--- config.mk ---
export PLATFORM = sky130hd
export DESIGN_NAME = img_frame_ctrl_flat
export DESIGN_NICKNAME = d
export VERILOG_FILES = /design/src/rtl/img_frame_ctrl_if.sv /design/src/rtl/img_frame_ctrl.sv /design/src/flat_wrapper.sv
export SDC_FILE = /design/constraint.sdc
export NUM_CORES = 1
export LEC_CHECK = 0
export BUFFER_PORTS_ARGS = -buffer_cell sky130_fd_sc_hd__buf_2
export CAP_MARGIN = 10
export CORE_MARGIN = 2
export CORE_UTILIZATION = 40
export CTS_BUF_LIST = sky130_fd_sc_hd__clkbuf_4 sky130_fd_sc_hd__clkbuf_8 sky130_fd_sc_hd__clkbuf_16
export DETAILED_ROUTE_END_ITERATION = 6
export PLACE_DENSITY = 0.57
export SKIP_LAST_GASP = 1
export SLEW_MARGIN = 0
export SYNTH_ARGS = -nofsm -noshare
export SYNTH_HDL_FRONTEND = slang
export SYNTH_SLANG_ARGS = --single-unit
export TNS_END_PERCENT = 100
--- constraint.sdc ---
create_clock -name HCLK -period 3 [get_ports HCLK]
set_clock_uncertainty 0.15 [all_clocks]
set_input_delay 0.15 -clock HCLK [delete_from_list [all_inputs] [get_ports HCLK]]
set_output_delay 0.15 -clock HCLK [all_outputs]
set_load 0.02 [all_outputs]
--- src/rtl/img_frame_ctrl_if.sv ---
// Control/bus bundle between the frame sequencer and the pixel datapath.
//   start/sel/stall     : frame request, op select, global stall (into the sequencer)
//   op_sel/busy/ce      : latched op, frame-active flag, datapath clock enable
//   rd_en/rd_addr       : source pixel read strobe and index
//   ctr_valid           : window centre valid at issue time
//   wr_en/wr_addr/wr_border : result write strobe, index, border qualifier
//   ctrl_done           : one-cycle end-of-frame pulse
// The sequencer drives through the master modport; the datapath/bench side uses slave.
interface img_frame_ctrl_if #(
  parameter int ADDR_W = 19
) ();
  logic              start;
  logic [1:0]        sel;
  logic              stall;
  logic [1:0]        op_sel;
  logic              busy;
  logic              ce;
  logic              rd_en;
  logic [ADDR_W-1:0] rd_addr;
  logic              ctr_valid;
  logic              wr_en;
  logic [ADDR_W-1:0] wr_addr;
  logic              wr_border;
  logic              ctrl_done;

  modport master (
    input  start, sel, stall,
    output op_sel, busy, ce, rd_en, rd_addr, ctr_valid,
           wr_en, wr_addr, wr_border, ctrl_done
  );

  modport slave (
    output start, sel, stall,
    input  op_sel, busy, ce, rd_en, rd_addr, ctr_valid,
           wr_en, wr_addr, wr_border, ctrl_done
  );
endinterface

--- src/rtl/img_frame_ctrl.sv ---
// Frame-level sequencer for the pixel datapath (edge / invert / grayscale / blur).
// On an accepted start it latches the op, raster-scans WIDTH x HEIGHT source
// pixels, tracks the window centre (lagging the read by WIDTH+1 for 3x3 kernel
// ops), and replays {valid, centre, border} through a PIPE_LAT-deep delay pipe
// so result writes line up with the datapath latency.
// Ports:
//   HCLK   : clock, rising edge
//   HRESET : synchronous reset, active high (aborts a frame, no ctrl_done)
//   bus    : img_frame_ctrl_if.master (see interface header for signal list)
module img_frame_ctrl #(
  parameter int WIDTH    = 768,
  parameter int HEIGHT   = 512,
  parameter int PIPE_LAT = 2,
  parameter int ADDR_W   = 19
) (
  input  logic               HCLK,
  input  logic               HRESET,
  img_frame_ctrl_if.master   bus
);

  localparam int N  = WIDTH * HEIGHT;
  localparam int CW = $clog2(N + WIDTH + 2);
  localparam int RW = $clog2(HEIGHT);
  localparam int LW = $clog2(WIDTH);
  localparam int DW = $clog2(PIPE_LAT + 1);

  localparam logic [CW-1:0] N_C      = CW'(N);
  localparam logic [CW-1:0] K_C      = CW'(WIDTH + 1);
  localparam logic [RW-1:0] ROW_LAST = RW'(HEIGHT - 1);
  localparam logic [LW-1:0] COL_LAST = LW'(WIDTH - 1);
  localparam logic [DW-1:0] D_LAST   = DW'(PIPE_LAT - 1);

  typedef enum logic [1:0] {IDLE, RUN, DRAIN, DONE} state_t;
  state_t state, state_nx;

  logic [1:0]                      op_sel;
  logic [CW-1:0]                   s, k_val, s_last;
  logic [ADDR_W-1:0]               caddr;
  logic [RW-1:0]                   crow;
  logic [LW-1:0]                   ccol;
  logic [DW-1:0]                   dcnt;
  logic [PIPE_LAT-1:0]             vld_pipe, bdr_pipe;
  logic [PIPE_LAT-1:0][ADDR_W-1:0] adr_pipe;
  logic kern, busy, ce, run_en, ctr_ok, border, accept;

  // Kernel ops need a full line plus one pixel of look-ahead before the
  // first centre is complete, so the step count grows by WIDTH+1.
  assign kern   = (op_sel == 2'b00) || (op_sel == 2'b11);
  assign k_val  = kern ? K_C : '0;
  assign s_last = N_C + k_val - CW'(1);

  assign busy   = (state != IDLE);
  assign ce     = busy & ~bus.stall & (state != DONE);
  assign run_en = (state == RUN) & ~bus.stall;
  assign ctr_ok = (state == RUN) && (s >= k_val);
  assign border = kern && (crow == '0 || crow == ROW_LAST ||
                           ccol == '0 || ccol == COL_LAST);
  assign accept = (state == IDLE) & bus.start;

  // FSM state register
  always_ff @(posedge HCLK) begin
    if (HRESET) state <= IDLE;
    else        state <= state_nx;
  end

  // FSM next state
  always_comb begin
    state_nx = state;
    case (state)
      IDLE:    if (bus.start) state_nx = RUN;
      RUN:     if (run_en && s == s_last) state_nx = DRAIN;
      DRAIN:   if (ce && dcnt == D_LAST) state_nx = DONE;
      DONE:    state_nx = IDLE;
      default: state_nx = IDLE;
    endcase
  end

  // Step / centre counters and delay pipe
  always_ff @(posedge HCLK) begin
    if (HRESET) begin
      op_sel   <= '0;
      s        <= '0;
      caddr    <= '0;
      crow     <= '0;
      ccol     <= '0;
      dcnt     <= '0;
      vld_pipe <= '0;
      bdr_pipe <= '0;
      adr_pipe <= '0;
    end else begin
      if (accept) begin
        op_sel <= bus.sel;
        s      <= '0;
        caddr  <= '0;
        crow   <= '0;
        ccol   <= '0;
        dcnt   <= '0;
      end
      if (run_en) begin
        s <= s + CW'(1);
        // centre row/col advance only once the centre is valid; wrap by compare
        if (ctr_ok) begin
          caddr <= caddr + ADDR_W'(1);
          if (ccol == COL_LAST) begin
            ccol <= '0;
            crow <= crow + RW'(1);
          end else begin
            ccol <= ccol + LW'(1);
          end
        end
      end
      if (state == DRAIN && ce) dcnt <= dcnt + DW'(1);
      // Invalid slots are pushed as all-zero so the outputs idle at 0.
      if (ce) begin
        for (int i = PIPE_LAT - 1; i > 0; i--) begin
          vld_pipe[i] <= vld_pipe[i-1];
          bdr_pipe[i] <= bdr_pipe[i-1];
          adr_pipe[i] <= adr_pipe[i-1];
        end
        vld_pipe[0] <= ctr_ok;
        bdr_pipe[0] <= ctr_ok & border;
        adr_pipe[0] <= ctr_ok ? caddr : '0;
      end
    end
  end

  assign bus.op_sel    = op_sel;
  assign bus.busy      = busy;
  assign bus.ce        = ce;
  assign bus.rd_en     = run_en && (s < N_C);
  assign bus.rd_addr   = ((state == RUN) && (s < N_C)) ? ADDR_W'(s) : '0;
  assign bus.ctr_valid = ctr_ok & ~bus.stall;
  assign bus.wr_en     = vld_pipe[PIPE_LAT-1] & ce;
  assign bus.wr_addr   = adr_pipe[PIPE_LAT-1];
  assign bus.wr_border = bdr_pipe[PIPE_LAT-1];
  assign bus.ctrl_done = (state == DONE);

endmodule

--- src/flat_wrapper.sv ---
// flat-port wrapper written by rule: the top's interface ports become plain ports
module img_frame_ctrl_flat 
#(
  parameter int WIDTH    = 768,
  parameter int HEIGHT   = 512,
  parameter int PIPE_LAT = 2,
  parameter int ADDR_W   = 19
)
  (HCLK, HRESET, bus_start, bus_sel, bus_stall, bus_op_sel, bus_busy, bus_ce, bus_rd_en, bus_rd_addr, bus_ctr_valid, bus_wr_en, bus_wr_addr, bus_wr_border, bus_ctrl_done);
  img_frame_ctrl_if #(.ADDR_W(ADDR_W)) bus_i ();
  input  logic HCLK;
  input  logic HRESET;
  input wire logic [$bits(bus_i.start)-1:0] bus_start;
  input wire logic [$bits(bus_i.sel)-1:0] bus_sel;
  input wire logic [$bits(bus_i.stall)-1:0] bus_stall;
  output wire logic [$bits(bus_i.op_sel)-1:0] bus_op_sel;
  output wire logic [$bits(bus_i.busy)-1:0] bus_busy;
  output wire logic [$bits(bus_i.ce)-1:0] bus_ce;
  output wire logic [$bits(bus_i.rd_en)-1:0] bus_rd_en;
  output wire logic [$bits(bus_i.rd_addr)-1:0] bus_rd_addr;
  output wire logic [$bits(bus_i.ctr_valid)-1:0] bus_ctr_valid;
  output wire logic [$bits(bus_i.wr_en)-1:0] bus_wr_en;
  output wire logic [$bits(bus_i.wr_addr)-1:0] bus_wr_addr;
  output wire logic [$bits(bus_i.wr_border)-1:0] bus_wr_border;
  output wire logic [$bits(bus_i.ctrl_done)-1:0] bus_ctrl_done;
  assign bus_i.start = bus_start;
  assign bus_i.sel = bus_sel;
  assign bus_i.stall = bus_stall;
  assign bus_op_sel = bus_i.op_sel;
  assign bus_busy = bus_i.busy;
  assign bus_ce = bus_i.ce;
  assign bus_rd_en = bus_i.rd_en;
  assign bus_rd_addr = bus_i.rd_addr;
  assign bus_ctr_valid = bus_i.ctr_valid;
  assign bus_wr_en = bus_i.wr_en;
  assign bus_wr_addr = bus_i.wr_addr;
  assign bus_wr_border = bus_i.wr_border;
  assign bus_ctrl_done = bus_i.ctrl_done;
  img_frame_ctrl #(.WIDTH(WIDTH), .HEIGHT(HEIGHT), .PIPE_LAT(PIPE_LAT), .ADDR_W(ADDR_W)) u_core (.HCLK(HCLK), .HRESET(HRESET), .bus(bus_i));
endmodule
Word-level counts from Yosys, hierarchy flattened
Cells that the tools add are included.
W data, S select, Z words.
{"block": "word_totals", "out_inout_bits": 47, "word_cells": 81, "input_bits": 6, "reg_bits": 105}
{"block": "op_classes", "n_mux": 22, "n_reduce_logical": 19, "eq_ne": 12, "order_cmp": 2, "n_addsub": 7, "n_bitwise": 8}
{"cell": "$mux W19", "count": 7}
{"cell": "$mux W10", "count": 5}
{"cell": "$add A19 B1 Y19 const B", "count": 2}
{"cell": "$mux W9", "count": 4}
{"cell": "$add A19 B19 Y19 const A", "count": 1}
{"cell": "$eq A19 B19 Y1", "count": 1}
{"cell": "$ge A19 B19 Y1", "count": 1}
{"cell": "$lt A19 B19 Y1 const B", "count": 1}
{"cell": "$sub A19 B1 Y19 const B", "count": 1}
{"cell": "$add A10 B1 Y10 const B", "count": 1}
{"cell": "$eq A10 B10 Y1 const B", "count": 1}
{"cell": "$logic_not A10 Y1", "count": 1}
{"cell": "$mux W2", "count": 5}
{"cell": "$add A9 B1 Y9 const B", "count": 1}
{"cell": "$eq A9 B9 Y1 const B", "count": 1}
{"cell": "$logic_not A9 Y1", "count": 1}
{"cell": "$pmux W2 S4", "count": 1}
{"cell": "$and A1 B1 Y1", "count": 7}
{"cell": "$logic_and A1 B1 Y1", "count": 7}
{"cell": "$eq A2 B2 Y1 const B", "count": 3}
{"cell": "$ne A2 B2 Y1 const B", "count": 3}
{"cell": "$reduce_bool A2 Y1", "count": 3}
{"cell": "$eq A2 B1 Y1 const B", "count": 2}
{"cell": "$logic_not A2 Y1", "count": 2}
{"cell": "other kinds (5)", "count": 8}

Logic depth before layout (Yosys ltp)
{"block": "logic_depth", "ltp_word": 9, "ltp_mapped": 9, "depth_no_buf": 8}

Worst setup path after synthesis
OpenSTA, ideal clock, no wires.
{"block": "synth_timing", "path_kind": "register to output", "start": "register u_core.state[0]", "end": "output port bus_wr_en", "path_slack_ns": 0.714, "path_stages_with_launch": 8, "arrival_time_ns": 1.986, "n_path_buf": 2, "required_ns": 2.700, "cell_sequence": "dfxtp_1 inv_1 ha_1 or3_1 clkbuf_1 inv_2 clkbuf_1 and2_1"}
{"block": "synth_via", "elab_chain_len": 4, "elab_cells_between_ends": 5, "classes_between": "1 x eq/ne; 3 x bitwise; 1 x reduce/logical"}
{"item": "from (decl)", "line_no": "img_frame_ctrl.sv:34", "text": "state_t state, state_nx;"}
{"item": "from (signal assigned)", "line_no": "img_frame_ctrl.sv:63", "text": "else state <= state_nx;"}
{"item": "$reduce_bool A2 Y1", "line_no": "img_frame_ctrl.sv:52", "text": "assign busy = (state != IDLE);"}
{"item": "$and A1 B1 Y1", "line_no": "img_frame_ctrl.sv:53", "text": "assign ce = busy & ~bus.stall & (state != DONE);"}
{"item": "$and A1 B1 Y1 *", "line_no": "img_frame_ctrl.sv:53"}
{"item": "net bus_ce", "line_no": "flat_wrapper.sv:18", "text": "output wire logic [$bits(bus_i.ce)-1:0] bus_ce;"}
{"item": "$and A1 B1 Y1 *", "line_no": "img_frame_ctrl.sv:133", "text": "assign bus.wr_en = vld_pipe[PIPE_LAT-1] & ce;"}
{"item": "to (decl)", "line_no": "flat_wrapper.sv:22", "text": "output wire logic [$bits(bus_i.wr_en)-1:0] bus_wr_en;"}
The timed path passes the listed nets; every way through them passes the cells marked *.

Worst setup path after layout
{"block": "layout_timing", "start": "register u_core.state[0]", "end": "output port bus_wr_en"}
{"block": "layout_via", "elab_chain_len": 4, "elab_cells_between_ends": 5, "classes_between": "1 x eq/ne; 3 x bitwise; 1 x reduce/logical"}
{"item": "$reduce_bool A2 Y1", "line_no": "img_frame_ctrl.sv:52"}
{"item": "$and A1 B1 Y1", "line_no": "img_frame_ctrl.sv:53"}
{"item": "$and A1 B1 Y1 *", "line_no": "img_frame_ctrl.sv:53"}
{"item": "$and A1 B1 Y1 *", "line_no": "img_frame_ctrl.sv:133"}
Every way passes the cells marked *; elsewhere a longest branch is shown, timed or not.

==> reports/metrics.csv <==
stage,metric,value,unit
floorplan,Die X,119,um
min_path,Hold WC Path Type,input pin to flip-flop,
synthesis,Netlist cell types,60,
placement,post-place instance area,5530,sq um
global_routing,initial antenna violation count,0,
synthesis,register area share after synthesis,0.400,
clock_tree,CTS tree,yes,
cells_and_area,# diodes,0,
worst_setup_path,Crit. End Element,output pin,
floorplan,die area,14100,sq um
route,drt pass-1 iters,5,
timing,minimum clock period,2500,ps
worst_setup_path,r2r startpoint,u_core.state[1]$_SDFFE_PP0P_,
synthesis,asr flop ratio synth,0,
placement,GPL Wtd Cong,0.801,
route,# DRC,0,
clock_tree,CTS max path bufs,2,
placement,PortBufs,52,
worst_setup_path,"Req. time, crit path",2700,ps
min_path,hold_sp,bus_start,
power,pwr dens,568,nW/um^2
power,Total Power,0.00332,W
placement,hpwl dp,8430,um
worst_setup_path,R2R Path End,u_core.caddr[15]$_SDFF_PP0_,
timing,Fin. Hold Viols,0,
cells_and_area,nets@finish,686,
global_routing,largest net degree at the start of global routing,78,
timing,slew at the pin closest to its max-slew limit,816,ps
cells_and_area,share of cells above drive strength 1,0.154,
synthesis,cell area after synthesis,5260,sq um
global_routing,vias in the first global route,4256,
global_routing,first-pass GRT wire length,20600,um
timing,Rel. slew slack,0.456,
clock_tree,Root Driver,clkbuf_16,
worst_setup_path,peak fanout along the critical path,24,
timing,final setup slack of the worst path,502,ps
timing,fmax,400,MHz
global_routing,GRT overflow,0,
cells_and_area,Layout fillers,1353,
power,Leakage Power,2.31,nW
clock_tree,Num CTS Buffers,9,
timing,RSZ-0062 raised after global routing,false,
route,routed via count,4660,
clock_tree,CTS Sinks,105,
flow_run,total of max-cap violations,0,
cells_and_area,"most common cell after layout, fill and taps aside",dfxtp_1,
cells_and_area,design area,5850,sq um
worst_setup_path,R2R cell count,9,
route,Post-Route WL,12600,um
placement,Setup WS pre-CTS,658,ps
route,Final ANT Viol Nets,0,
timing,fin crit share,0.833,
route,DR vias/cell,5.51,
floorplan,Die Height,119,um
timing,setup violators final,0,
synthesis,Yosys reg bits,105,
worst_setup_path,Crit Path Category,flip-flop to output pin,
route,wire per inst,14.8,um
route,DRT iter0 DRCs,274,
synthesis,yosys warns,0,
worst_setup_path,Setup crit start kind,flip-flop,
floorplan,Row Count,41,
synthesis,Cells after Synth,646,
worst_setup_path,arrival time at the worst endpoint,2200,ps
clock_tree,Worst-Skew Late Latency,350,ps
clock_tree,H-tree levels,3,
timing,final-report max-slew violation count,0,
clock_tree,clk slew on worst S/H paths,70,ps
synthesis,Post-synth EDFFs,0,
cells_and_area,Area growth syn-to-layout,11.2,%
power,maximum VDD drop,0.287,mV
synthesis,Avg Synthesized Cell Area,8.14,sq um
floorplan,Initial Util,0.413,
synthesis,Post-Syn Nets,663,
floorplan,Top Ports,53,
worst_setup_path,worst reg2reg setup slack,640,ps
run_status,status,finished clean,
global_routing,GRT Total Usage,0.179,
min_path,Hold EP,u_core.state[0]$_SDFFE_PP0P_,
min_path,Hold Path Stages,4,
cells_and_area,most frequent cells in the layout,"dfxtp_1, nand2_1, buf_2, nor2_1, a21oi_1",
synthesis,prevailing post-synth register cell,dfxtp_1,
timing,setup_tns,0,ps
floorplan,Core Region,12700,sq um
-- how the worst max path moves through the flow --
stage                                 startpoint                      endpoint  slack [ps]
global route        u_core.state[0]$_SDFFE_PP0P_                     bus_wr_en         360
CTS                 u_core.state[0]$_SDFFE_PP0P_                     bus_wr_en         480
floorplan           u_core.state[0]$_SDFFE_PP0P_                     bus_wr_en         710
detailed placement  u_core.state[1]$_SDFFE_PP0P_   u_core.caddr[15]$_SDFF_PP0_         660
finish              u_core.state[0]$_SDFFE_PP0P_                     bus_wr_en         500
global placement    u_core.state[1]$_SDFFE_PP0P_  u_core.state[1]$_SDFFE_PP0P_         740
-- kinds of logic after synthesis --
logic type,Yosys count,synth area share
AND/OR/NAND/NOR,303,0.296
AO/OA/AOI/OAI,135,0.176
flip-flops,105,0.400
buffers and inverters,76,0.0716
multiplexers,11,0.0221
adder cells (fa/ha/maj),11,0.0262
XOR/XNOR,5,0.00833
-- through the flow --
stage          std cells   util  hold WS [ps]
2_1_floorplan        646      -           136
3_3_place_gp         828  0.435           243
3_5_place_dp         828  0.435           252
4_1_cts              846  0.460           116
5_1_grt              846  0.460           125
6_report             846  0.460           131
-- power breakdown --
| part | leakage (nW) | switching [W] | internal, W |
|---|---|---|---|
| registers | 0.846 | 0.0000240 | 0.00142 |
| clock network | 0.146 | 0.000555 | 0.000611 |
| logic | 1.32 | 0.000513 | 0.000200 |
| total | 2.31 | 0.00109 | 0.00223 |
-- registers in the layout, summed over array words and instances, names as in the netlist, 9 cells and up --
name	count
u_core.adr_pipe	19
u_core.bus.wr_addr	19
u_core.caddr	19
u_core.ccol	10
u_core.crow	9
u_core.s	19
-- Yosys cell counts, types with 5 or more instances --
library cell,count,area [sq um]
mux2_2,5,56.3
a211o_1,8,70.1
nor3_1,20,100
inv_1,19,71.3
ha_1,11,138
nor4_1,6,37.5
mux2i_1,6,60.1
nand4_1,10,62.6
dfxtp_1,105,2100
a21oi_1,49,245
nor2_1,49,184
nand3_1,45,225
a31oi_1,6,37.5
or2_2,5,31.3
a22oi_1,24,180
and3_1,34,213
or3_1,13,81.3
a21o_1,5,37.5
clkbuf_1,24,90.1
nand2_1,87,327
buf_4,20,150
buf_2,11,55.1
o21ai_0,9,45.0
-- critical path: stages, from the launching register on --
cell	delay (ps)
dfxtp_1	360
inv_1	90
ha_1	270
or3_1	430
inv_2	90
buf_4	260
and2_1	160
buf_2	160
-- layer usage --
layer | wire length (um) | global-route usage
met3 | 484 | 0.0376
met1 | 6290 | 0.245
met4 | 127 | 0.0632
met5 | 0 | 0
met2 | 5650 | 0.279
-- area by class of cell --
cell class,instances,area [sq um],area share
clock buffer,11,246,0.0422
inverter,21,81.3,0.0139
sequential,105,2100,0.360
tap,172,215,0.0368
clock inverter,5,46.3,0.00792
timing repair buffer,67,378,0.0646
multi-input combinational,465,2780,0.475
-- repair_timing --
action                                 4_1_cts  5_1_grt
endpoints found under the hold margin        2        0
resized for setup                            0        0
buffers inserted                             0        0
hold buffers                                 2        0
No activity file was read; power rests on OpenSTA's default activity.
